[src/rtl/sd4_align_accumulator.sv]
// Aligning accumulator for the SD4 MAC datapath: absorbs signed mantissa/exponent
// terms against a running maximum exponent and presents each closed group to normalization.
module sd4_align_accumulator #(
  parameter int PW        = 12,
  parameter int MAX_TERMS = 256
) (
  input  logic          clk,
  input  logic          rst_n,
  input  logic          in_valid,
  output logic          in_ready,
  input  logic [PW-1:0] in_mant,
  input  logic [5:0]    in_exp,
  input  logic          in_last,
  output logic          out_valid,
  input  logic          out_ready,
  output logic [19:0]   signed_sum,
  output logic [5:0]    exp_max,
  output logic          err_len
);

  localparam int AW = 20;
  localparam int CW = $clog2(MAX_TERMS + 1);

  typedef enum logic [1:0] {
    S_IDLE,
    S_ACC,
    S_HOLD
  } state_t;

  state_t                r_state;
  logic signed [AW-1:0]  r_acc;
  logic signed [5:0]     r_acc_exp;
  logic [CW-1:0]         r_cnt;
  logic [AW-1:0]         r_sum;
  logic [5:0]            r_exp;
  logic                  r_err;
  logic                  r_in_ready;
  logic                  r_out_valid;

  logic                  w_accept;
  logic                  w_first;
  logic signed [AW-1:0]  w_mant_ext;
  logic [6:0]            w_d;
  logic                  w_d_pos;
  logic [6:0]            w_shamt;
  logic signed [AW-1:0]  w_acc_next;
  logic signed [5:0]     w_exp_next;
  logic [CW-1:0]         w_cnt_next;
  logic                  w_full;
  logic                  w_close;

  // Arithmetic right shift that saturates to pure sign fill once the
  // shift amount reaches the accumulator width.
  function automatic logic signed [AW-1:0] shr(input logic signed [AW-1:0] x,
                                               input logic [6:0] n);
    if (n >= 7'(AW)) return {AW{x[AW-1]}};
    return x >>> n;
  endfunction

  assign w_accept   = in_valid && r_in_ready;
  assign w_first    = (r_state == S_IDLE);
  assign w_mant_ext = {{(AW-PW){in_mant[PW-1]}}, in_mant};
  assign w_d        = {in_exp[5], in_exp} - {r_acc_exp[5], r_acc_exp};
  assign w_d_pos    = !w_d[6] && (w_d != '0);
  assign w_shamt    = w_d_pos ? w_d : (7'd0 - w_d);

  always_comb begin
    w_acc_next = '0;
    w_exp_next = r_acc_exp;
    w_cnt_next = r_cnt + CW'(1);
    if (w_first) begin
      w_acc_next = w_mant_ext;
      w_exp_next = $signed(in_exp);
      w_cnt_next = CW'(1);
    end else if (w_d_pos) begin
      w_acc_next = shr(r_acc, w_shamt) + w_mant_ext;
      w_exp_next = $signed(in_exp);
    end else begin
      w_acc_next = r_acc + shr(w_mant_ext, w_shamt);
    end
  end

  assign w_full  = (w_cnt_next == CW'(MAX_TERMS));
  assign w_close = in_last || w_full;

  always_ff @(posedge clk) begin
    if (!rst_n) begin
      r_state     <= S_IDLE;
      r_acc       <= '0;
      r_acc_exp   <= '0;
      r_cnt       <= '0;
      r_sum       <= '0;
      r_exp       <= '0;
      r_err       <= 1'b0;
      r_in_ready  <= 1'b1;
      r_out_valid <= 1'b0;
    end else begin
      case (r_state)
        S_IDLE, S_ACC: begin
          if (w_accept) begin
            r_acc     <= w_acc_next;
            r_acc_exp <= w_exp_next;
            r_cnt     <= w_cnt_next;
            if (w_close) begin
              r_state     <= S_HOLD;
              r_sum       <= w_acc_next;
              r_exp       <= w_exp_next;
              r_err       <= !in_last;
              r_in_ready  <= 1'b0;
              r_out_valid <= 1'b1;
            end else begin
              r_state <= S_ACC;
            end
          end
        end
        S_HOLD: begin
          if (out_ready) begin
            r_state     <= S_IDLE;
            r_acc       <= '0;
            r_cnt       <= '0;
            r_err       <= 1'b0;
            r_sum       <= '0;
            r_exp       <= '0;
            r_in_ready  <= 1'b1;
            r_out_valid <= 1'b0;
          end
        end
        default: begin
          r_state     <= S_IDLE;
          r_in_ready  <= 1'b1;
          r_out_valid <= 1'b0;
        end
      endcase
    end
  end

  assign in_ready   = r_in_ready;
  assign out_valid  = r_out_valid;
  assign signed_sum = r_sum;
  assign exp_max    = r_exp;
  assign err_len    = r_err;

endmodule
[config.mk]
export PLATFORM = sky130hd
export DESIGN_NAME = sd4_align_accumulator
export DESIGN_NICKNAME = d
export VERILOG_FILES = /design/src/rtl/sd4_align_accumulator.sv
export SDC_FILE = /design/constraint.sdc
export NUM_CORES = 1
export LEC_CHECK = 0
export CAP_MARGIN = 20
export CORE_MARGIN = 4
export CORE_UTILIZATION = 45
export DETAILED_ROUTE_END_ITERATION = 8
export PLACE_DENSITY_LB_ADDON = 0.2
export SYNTH_ARGS = -nofsm -noshare
export SYNTH_HDL_FRONTEND = slang
export SYNTH_SLANG_ARGS = --single-unit
export TNS_END_PERCENT = 100
[constraint.sdc]
create_clock -name clk -period 8.8 [get_ports clk]
set_input_delay 1.32 -clock clk [delete_from_list [all_inputs] [get_ports clk]]
set_output_delay 1.32 -clock clk [all_outputs]
set_load 0.01 [all_outputs]
==> impl_summary.txt, run 1 <==
----------------------------------------------------
[Clock tree]
  Clock sink count ... 66
  Clock Latency Late Sink ... 0.33 ns
  Count of instances resized after the clock tree is built ... 0
  Total CTS buffers ... 9
  Setup fix buffers added after clock tree synthesis ... 0
  Clock-pin slew reported for the worst setup and hold paths after clock tree synthesis ... 0.06 ns
  Root buf cell ... clkbuf_16
  H-tree levels ... 3
  Count of hold buffers inserted by post-cts repair ... 0
  Number of buffers on the longest clock path ... 2
  Clock tree from TritonCTS ... yes

[Die]
  Number of top-level pins ... 52
  Core region area ... 16100 um^2
  Die extent in y ... 137 um
  Chip width ... 137 um
  # rows ... 46
  Full die area ... 18700 um^2
  Initial core utilization ... 0.464

[Power and ir drop]
  Overall power ... 0.00180 W
  Highest ir drop seen on vdd ... around 140 uV
  LEAKAGE ... roughly 3.2 nW
  PD cells ... 213 nW/um^2

[Critical path]
  Slowest-stage cell, CP ... fa_1
  Top Family by Delay on Critical Path ... compound AO/OA/AOI/OAI gates
  Crit Path Max Fanout ... 15
  Endpoint kind of the worst setup timing path ... flop
  Most frequent cell on the critical path ... inv_1
  Critical path arrival ... 8.27 ns
  Crit start category ... input port
  Required @ worst endpoint ... 8.98 ns
  Total buffers and inverters traversed by the critical path ... 5
  Type of the setup path with the least slack ... input port to flop
  Maximum single-stage delay on the critical path ... about 0.7 ns

[Place]
  Port Buffers ... between 50 and 60
  Gpl congestion ... 0.989
  Post-DP HPWL ... slightly below 20000 um

[Global routing]
  GR Layer Usage met3 ... 0.0522
  Pin count of the biggest net entering global routing ... 47
  Number of global-route vias before repair ... 7422
  Gr usage total ... 0.273
  Peak-usage layer in the global routing report ... met2
  Final global-route overflow total ... 0
  Met2 GRT Util ... 0.441
  Initial antenna violation count ... 0
  Met1 usage in global routing ... 0.364
  Global-route wire length before repair ... 40300 um

[Synth]
  Post-synthesis instance area ... 7460 um^2
  Unique masters post-synth ... 84
  Post-synthesis async set-or-reset flop share ... 0
  Yosys Warn Count ... 0
  Sequential cell area fraction in the yosys report ... 0.177
  Most frequently used flop master after synthesis ... dfxtp_1
  Mapped Nets ... ~1100
  Number of enable flip-flop cells after synthesis ... 0
  Avg Synthesized Cell Area ... 7.32 um^2
  Post-synth top area share ... 0.177
  Synth area leaders ... dfxtp_1 (18%), ha_1 (8.4%), a21oi_1 (6.3%)
  Library cell occupying the most area in the post-synthesis netlist ... dfxtp_1
  Flip-flop and latch count after synthesis ... 66
  Synthesized netlist cell count ... 1019

[Timing]
  Ratio of final minimum period to clock period ... 0.919
  Unrepaired setup endpoints after global routing ... false
  Setup violations, final ... 0
  Maximum operating frequency ... 124 MHz
  Least-Margin Pin Slew ... 0.974 ns
  Final setup TNS ... 0 ns
  Max-slew violation count ... 0
  Worst-case clock skew ... 0.00590 ns
  Relative slew slack ... 0.348
  Minimum clock period ... 8.08 ns
  Final hold vios ... 0

[Routing]
  Via count ... 8140
  Number of DRC markers after the initial detailed-route iteration ... 957
  Total wire length ... roughly 26000 um
  Drc violations ... 0
  Vias/cell ... 6.46
  Mean routed wirelength per cell ... 20.5 um
  Pre-antenna DRT Iters ... 8
  Count of antenna-violating nets left after detailed routing ... 0

[Finish]
  Proportion of layout cells with a drive suffix above 1 ... 0.0805
  Final antenna diode count ... 0
  Number of fillers in the final layout ... 1577
  Top library cells by usage in the layout, fill and taps aside ... nand2_1 (124), a21oi_1 (94), nor2_1 (86)
  Most frequent standard cell in the layout excluding fill and tap cells ... nand2_1
  Layout overhead on the synthesized area ... 13.4%
  Final #Nets ... between 1000 and 1500

[Job]
  Max capacitance violation total ... 0

[Worst hold path]
  Worst Hold Class ... flop to flop

[Outcome]
  Result of the run ... finished clean

----------------------------------------------------
worst min-delay path, delay by kind of cell (launching register included):
kind / cells / cell delay, ns
and+or+nand+nor: 1 / 0.05
AOI/OAI and AO/OA: 1 / 0.05
DFF: 1 / 0.31
kinds of logic (layout without fill, tap and decap cells):
| logic type | Yosys count | after routing | synth area share |
|---|---|---|---|
| AO/OA/AOI/OAI | 374 | 374 | 0.337 |
| XOR/XNOR | 39 | 39 | 0.0503 |
| adder cells (fa/ha/maj) | 53 | 53 | 0.0919 |
| buffers and inverters | 86 | 111 | 0.0471 |
| flip-flops | 66 | 66 | 0.177 |
| multiplexers | 41 | 41 | 0.0726 |
| AND/OR/NAND/NOR | 360 | 360 | 0.224 |
worst paths after layout:
kind	start	endpoint	slack, ns	cells after the start
setup / recovery	in_exp[0]	r_acc[14]	0.72	28
hold reg to reg	out_valid	out_valid	0.46	2
hold / removal	out_valid	out_valid	0.46	2
setup reg to reg	r_acc_exp[0]	r_acc[14]	1.85	26
per-stage QoR:
step                      utilization  std cells  worst slack, ns  area (um^2)  hold slack (ns)
after detailed placement        0.506       1244            0.488         8130            0.451
after global routing            0.526       1260            0.210         8450            0.482
final                           0.526       1260            0.716         8450            0.460
after floorplan                     -       1019             1.95         7460            0.444
after global placement          0.506       1244            0.621         8130            0.446
after CTS                       0.526       1260            0.820         8450            0.462
power by group:
part	switching [W]	internal, W
clock	0.000131	0.000256
combinational	0.000657	0.000398
sequential	0.0000355	0.000324
synth_stat cells (6+ instances only):
cell type and number:
o211ai_1 10, clkbuf_1 46, buf_2 11, mux2i_1 17
o22ai_1 12, inv_1 22, a22oi_1 14, nand3_1 43
a21oi_1 94, a211oi_1 38, a21o_1 11, nand2_1 124
and3_1 10, a31oi_1 7, mux2_2 15, o21a_1 13
o21ai_0 80, nand2b_1 10, dfxtp_1 66, a211o_1 7
ha_1 50, xor2_1 10, xnor2_1 26, o2111ai_1 7
or3_1 8, o31ai_1 12, nor2b_1 8, nor2_1 86
a32oi_1 6, and2_1 13, mux4_2 8, nor3_1 34
a311oi_1 6
area by class of cell:
class                      instances  area, um^2  share of cell area
inverter                          24        90.1              0.0107
timing repair buffer              71         661              0.0781
sequential                        66        1320               0.156
clock buffer                      12         246              0.0292
multi-input combinational        867        5790               0.685
tap                              216         270              0.0320
clock inverter                     4        75.1             0.00888
state kept, by name (all words and copies together) (netlist names):
name        cells
out_valid       1
signed_sum     20
err_len         1
r_cnt           9
r_acc_exp       6
r_acc          20
r_state         2
in_ready        1
exp_max         6
metal layers:
metal  share of wire  wire [um]
met5               0          0
met4           0.035        902
met3           0.086       2230
met2            0.46      11900
met1            0.42      10800
(Power assumes the default switching activity.)
==> run 2, diff against run 1 <==
--- a/config.mk
+++ b/config.mk
@@ -5,6 +5,7 @@
 export SDC_FILE = /design/constraint.sdc
 export NUM_CORES = 1
 export LEC_CHECK = 0
+export ABC_CLOCK_PERIOD_IN_PS = 8800
 export CAP_MARGIN = 20
 export CORE_MARGIN = 4
 export CORE_UTILIZATION = 45
==> results of run 2 <==
The final DEF is identical to that of run 1; final timing and power are the same.
==> run 3, diff against run 2 <==
--- a/config.mk
+++ b/config.mk
@@ -9,6 +9,7 @@
 export CAP_MARGIN = 20
 export CORE_MARGIN = 4
 export CORE_UTILIZATION = 45
+export CTS_BUF_LIST = sky130_fd_sc_hd__clkbuf_16
 export DETAILED_ROUTE_END_ITERATION = 8
 export PLACE_DENSITY_LB_ADDON = 0.2
 export SYNTH_ARGS = -nofsm -noshare
==> run 3 against run 2 <==
Compared with the run above:
- combinational power barely moved
- highest routed layer unchanged
- register-to-register slack barely moved
- design area fell by 0.12%
- largest cell class unchanged
==> impl_summary.txt, run 3 (same netlist as run 1, synthesis figures left out) <==
----------------------------------------------------
[Critical path]
  Slack of the worst reg-to-reg path ... roughly 1.9 ns
  Critical path arrival ... 8.26 ns
  Type of the setup path with the least slack ... input port to flop
  Capture instance of the worst register-to-register path ... r_acc[14]
  Launch point of the worst path ... in_exp[0]
  Required @ worst endpoint ... between 8 and 9 ns
  Crit start category ... input port
  Endpoint kind of the worst setup timing path ... flop
  Reg2reg path depth ... 26
  Worst setup path endpoint ... r_acc[14]
  Crit Path Max Fanout ... 15
  Origin of the critical flop-to-flop path ... r_acc_exp[0]

[Finish]
  Layout overhead on the synthesized area ... 13.2%
  Area taken by multi-input logic gates ... roughly 5800 um^2
  Top library cells by usage in the layout, fill and taps aside ... nand2_1 (124), a21oi_1 (94), nor2_1 (86)
  Final antenna diode count ... 0
  Flip-flop and latch area ... 1320 um^2
  Most frequent standard cell in the layout excluding fill and tap cells ... nand2_1
  Final #Nets ... 1115
  Proportion of layout cells with a drive suffix above 1 ... 0.0795
  Number of fillers in the final layout ... 1580

[Timing]
  Maximum operating frequency ... approximately 120 MHz
  Worst-case clock skew ... 0.00637 ns
  Final hold vios ... 0
  Relative slew slack ... 0.311
  Setup violations, final ... 0
  Ratio of final minimum period to clock period ... 0.918
  Least-Margin Pin Slew ... 1.03 ns
  Final setup TNS ... 0 ns
  Max-slew violation count ... 0
  Minimum clock period ... 8.08 ns
  Hold Slack ... approximately 0.46 ns
  Unrepaired setup endpoints after global routing ... false

[Routing]
  Mean routed wirelength per cell ... 20.5 um
  Pre-antenna DRT Iters ... 5
  Count of antenna-violating nets left after detailed routing ... 0
  Vias/cell ... 6.46
  Number of DRC markers after the initial detailed-route iteration ... 1149
  Total wire length ... 25800 um
  Drc violations ... 0
  Via count ... 8144

[Die]
  Core region area ... approximately 16000 um^2
  Number of top-level pins ... between 50 and 60
  Full die area ... 18700 um^2
  Initial core utilization ... 0.464
  Chip width ... 137 um
  Die extent in y ... 137 um
  # rows ... 46

[Worst hold path]
  Worst Hold Class ... flop to flop

[Power and ir drop]
  PD cells ... roughly 210 nW/um^2
  LEAKAGE ... 3.22 nW
  Highest ir drop seen on vdd ... 136 uV

[Job]
  Max capacitance violation total ... 0

[Clock tree]
  Setup fix buffers added after clock tree synthesis ... 0
  Clock sink count ... 66
  Count of hold buffers inserted by post-cts repair ... 0
  H-tree levels ... 3
  Count of instances resized after the clock tree is built ... 0
  Number of buffers on the longest clock path ... 2
  Clock Latency Late Sink ... 0.33 ns
  Clock-pin slew reported for the worst setup and hold paths after clock tree synthesis ... around 0.06 ns
  Total CTS buffers ... 9
  Clock tree from TritonCTS ... yes
  Root buf cell ... clkbuf_16

[Global routing]
  Initial antenna violation count ... 0
  Final global-route overflow total ... 0
  Pin count of the biggest net entering global routing ... 47
  Gr usage total ... 0.273
  Global-route wire length before repair ... 40400 um
  Number of global-route vias before repair ... about 7400

[Outcome]
  Result of the run ... finished clean

[Place]
  Port Buffers ... 51
  Gpl congestion ... a little under 1
  Post-DP HPWL ... 19500 um

----------------------------------------------------
## run 3: cell type report
| class | count | share of cell area |
|---|---|---|
| Inverter | 24 | 0.0107 |
| Timing Repair Buffer | 71 | 0.0782 |
| Clock buffer | 9 | 0.0267 |
| Tap cell | 216 | 0.0320 |
| Sequential cell | 66 | 0.156 |
| Clock inverter | 7 | 0.0102 |
| Multi-Input combinational cell | 867 | 0.686 |
## run 3: worst max-delay path: stages
cell and delay [ns]:
clkdlybuf4s50_1 0.44, inv_1 0.08, ha_1 0.17, inv_1 0.06
fa_1 0.72, inv_1 0.17, ha_1 0.27, nand2b_1 0.11
nor2_1 0.08, mux2i_4 0.26, a211oi_2 0.13, nor2_2 0.59
o21ai_1 0.15, a41oi_1 0.23, or4b_1 0.48, a32oi_1 0.29
ha_1 0.23, inv_1 0.06, fa_1 0.39, nor2b_1 0.13
a221oi_1 0.14, o31ai_1 0.41, o2111ai_1 0.20, a21boi_0 0.44
nor3_1 0.13, a211o_1 0.34, a22oi_1 0.16, nor2_1 0.06
## run 3: layer usage
metal / routed length (um) / GRT usage
met5: 0 / 0
met3: 2080 / 0.0533
met4: 864 / 0.0924
met1: 11000 / 0.364
met2: 11900 / 0.441
## run 3: where the power goes
part	leakage, nW	internal [W]	switching, W
combinational	2.53	0.000398	0.000656
sequential	0.542	0.000324	0.0000352
clock	0.152	0.000245	0.000131
total	3.22	0.000967	0.000822
## run 3: through the flow
step / worst slack, ns / area [um^2] / std cells / util / power, W
floorplan: 1.95 / 7460 / 1019 / - / 0.00111
global placement: 0.621 / 8130 / 1244 / 0.506 / 0.00139
detailed placement: 0.488 / 8130 / 1244 / 0.506 / 0.00139
CTS: 0.824 / 8440 / 1260 / 0.526 / 0.00177
global route: 0.215 / 8440 / 1260 / 0.526 / 0.00191
finish: 0.721 / 8440 / 1260 / 0.526 / 0.00179
## run 3: worst min path at each step
stage / startpoint / endpoint / slack (ns) / cells after the start
after CTS: signed_sum[12] / signed_sum[12] / 0.46 / 2
after floorplan: r_cnt[8] / r_cnt[8] / 0.44 / 2
after global placement: out_valid / out_valid / 0.45 / 2
after detailed placement: signed_sum[12] / signed_sum[12] / 0.45 / 2
after global routing: out_valid / out_valid / 0.48 / 2
final: out_valid / out_valid / 0.46 / 2
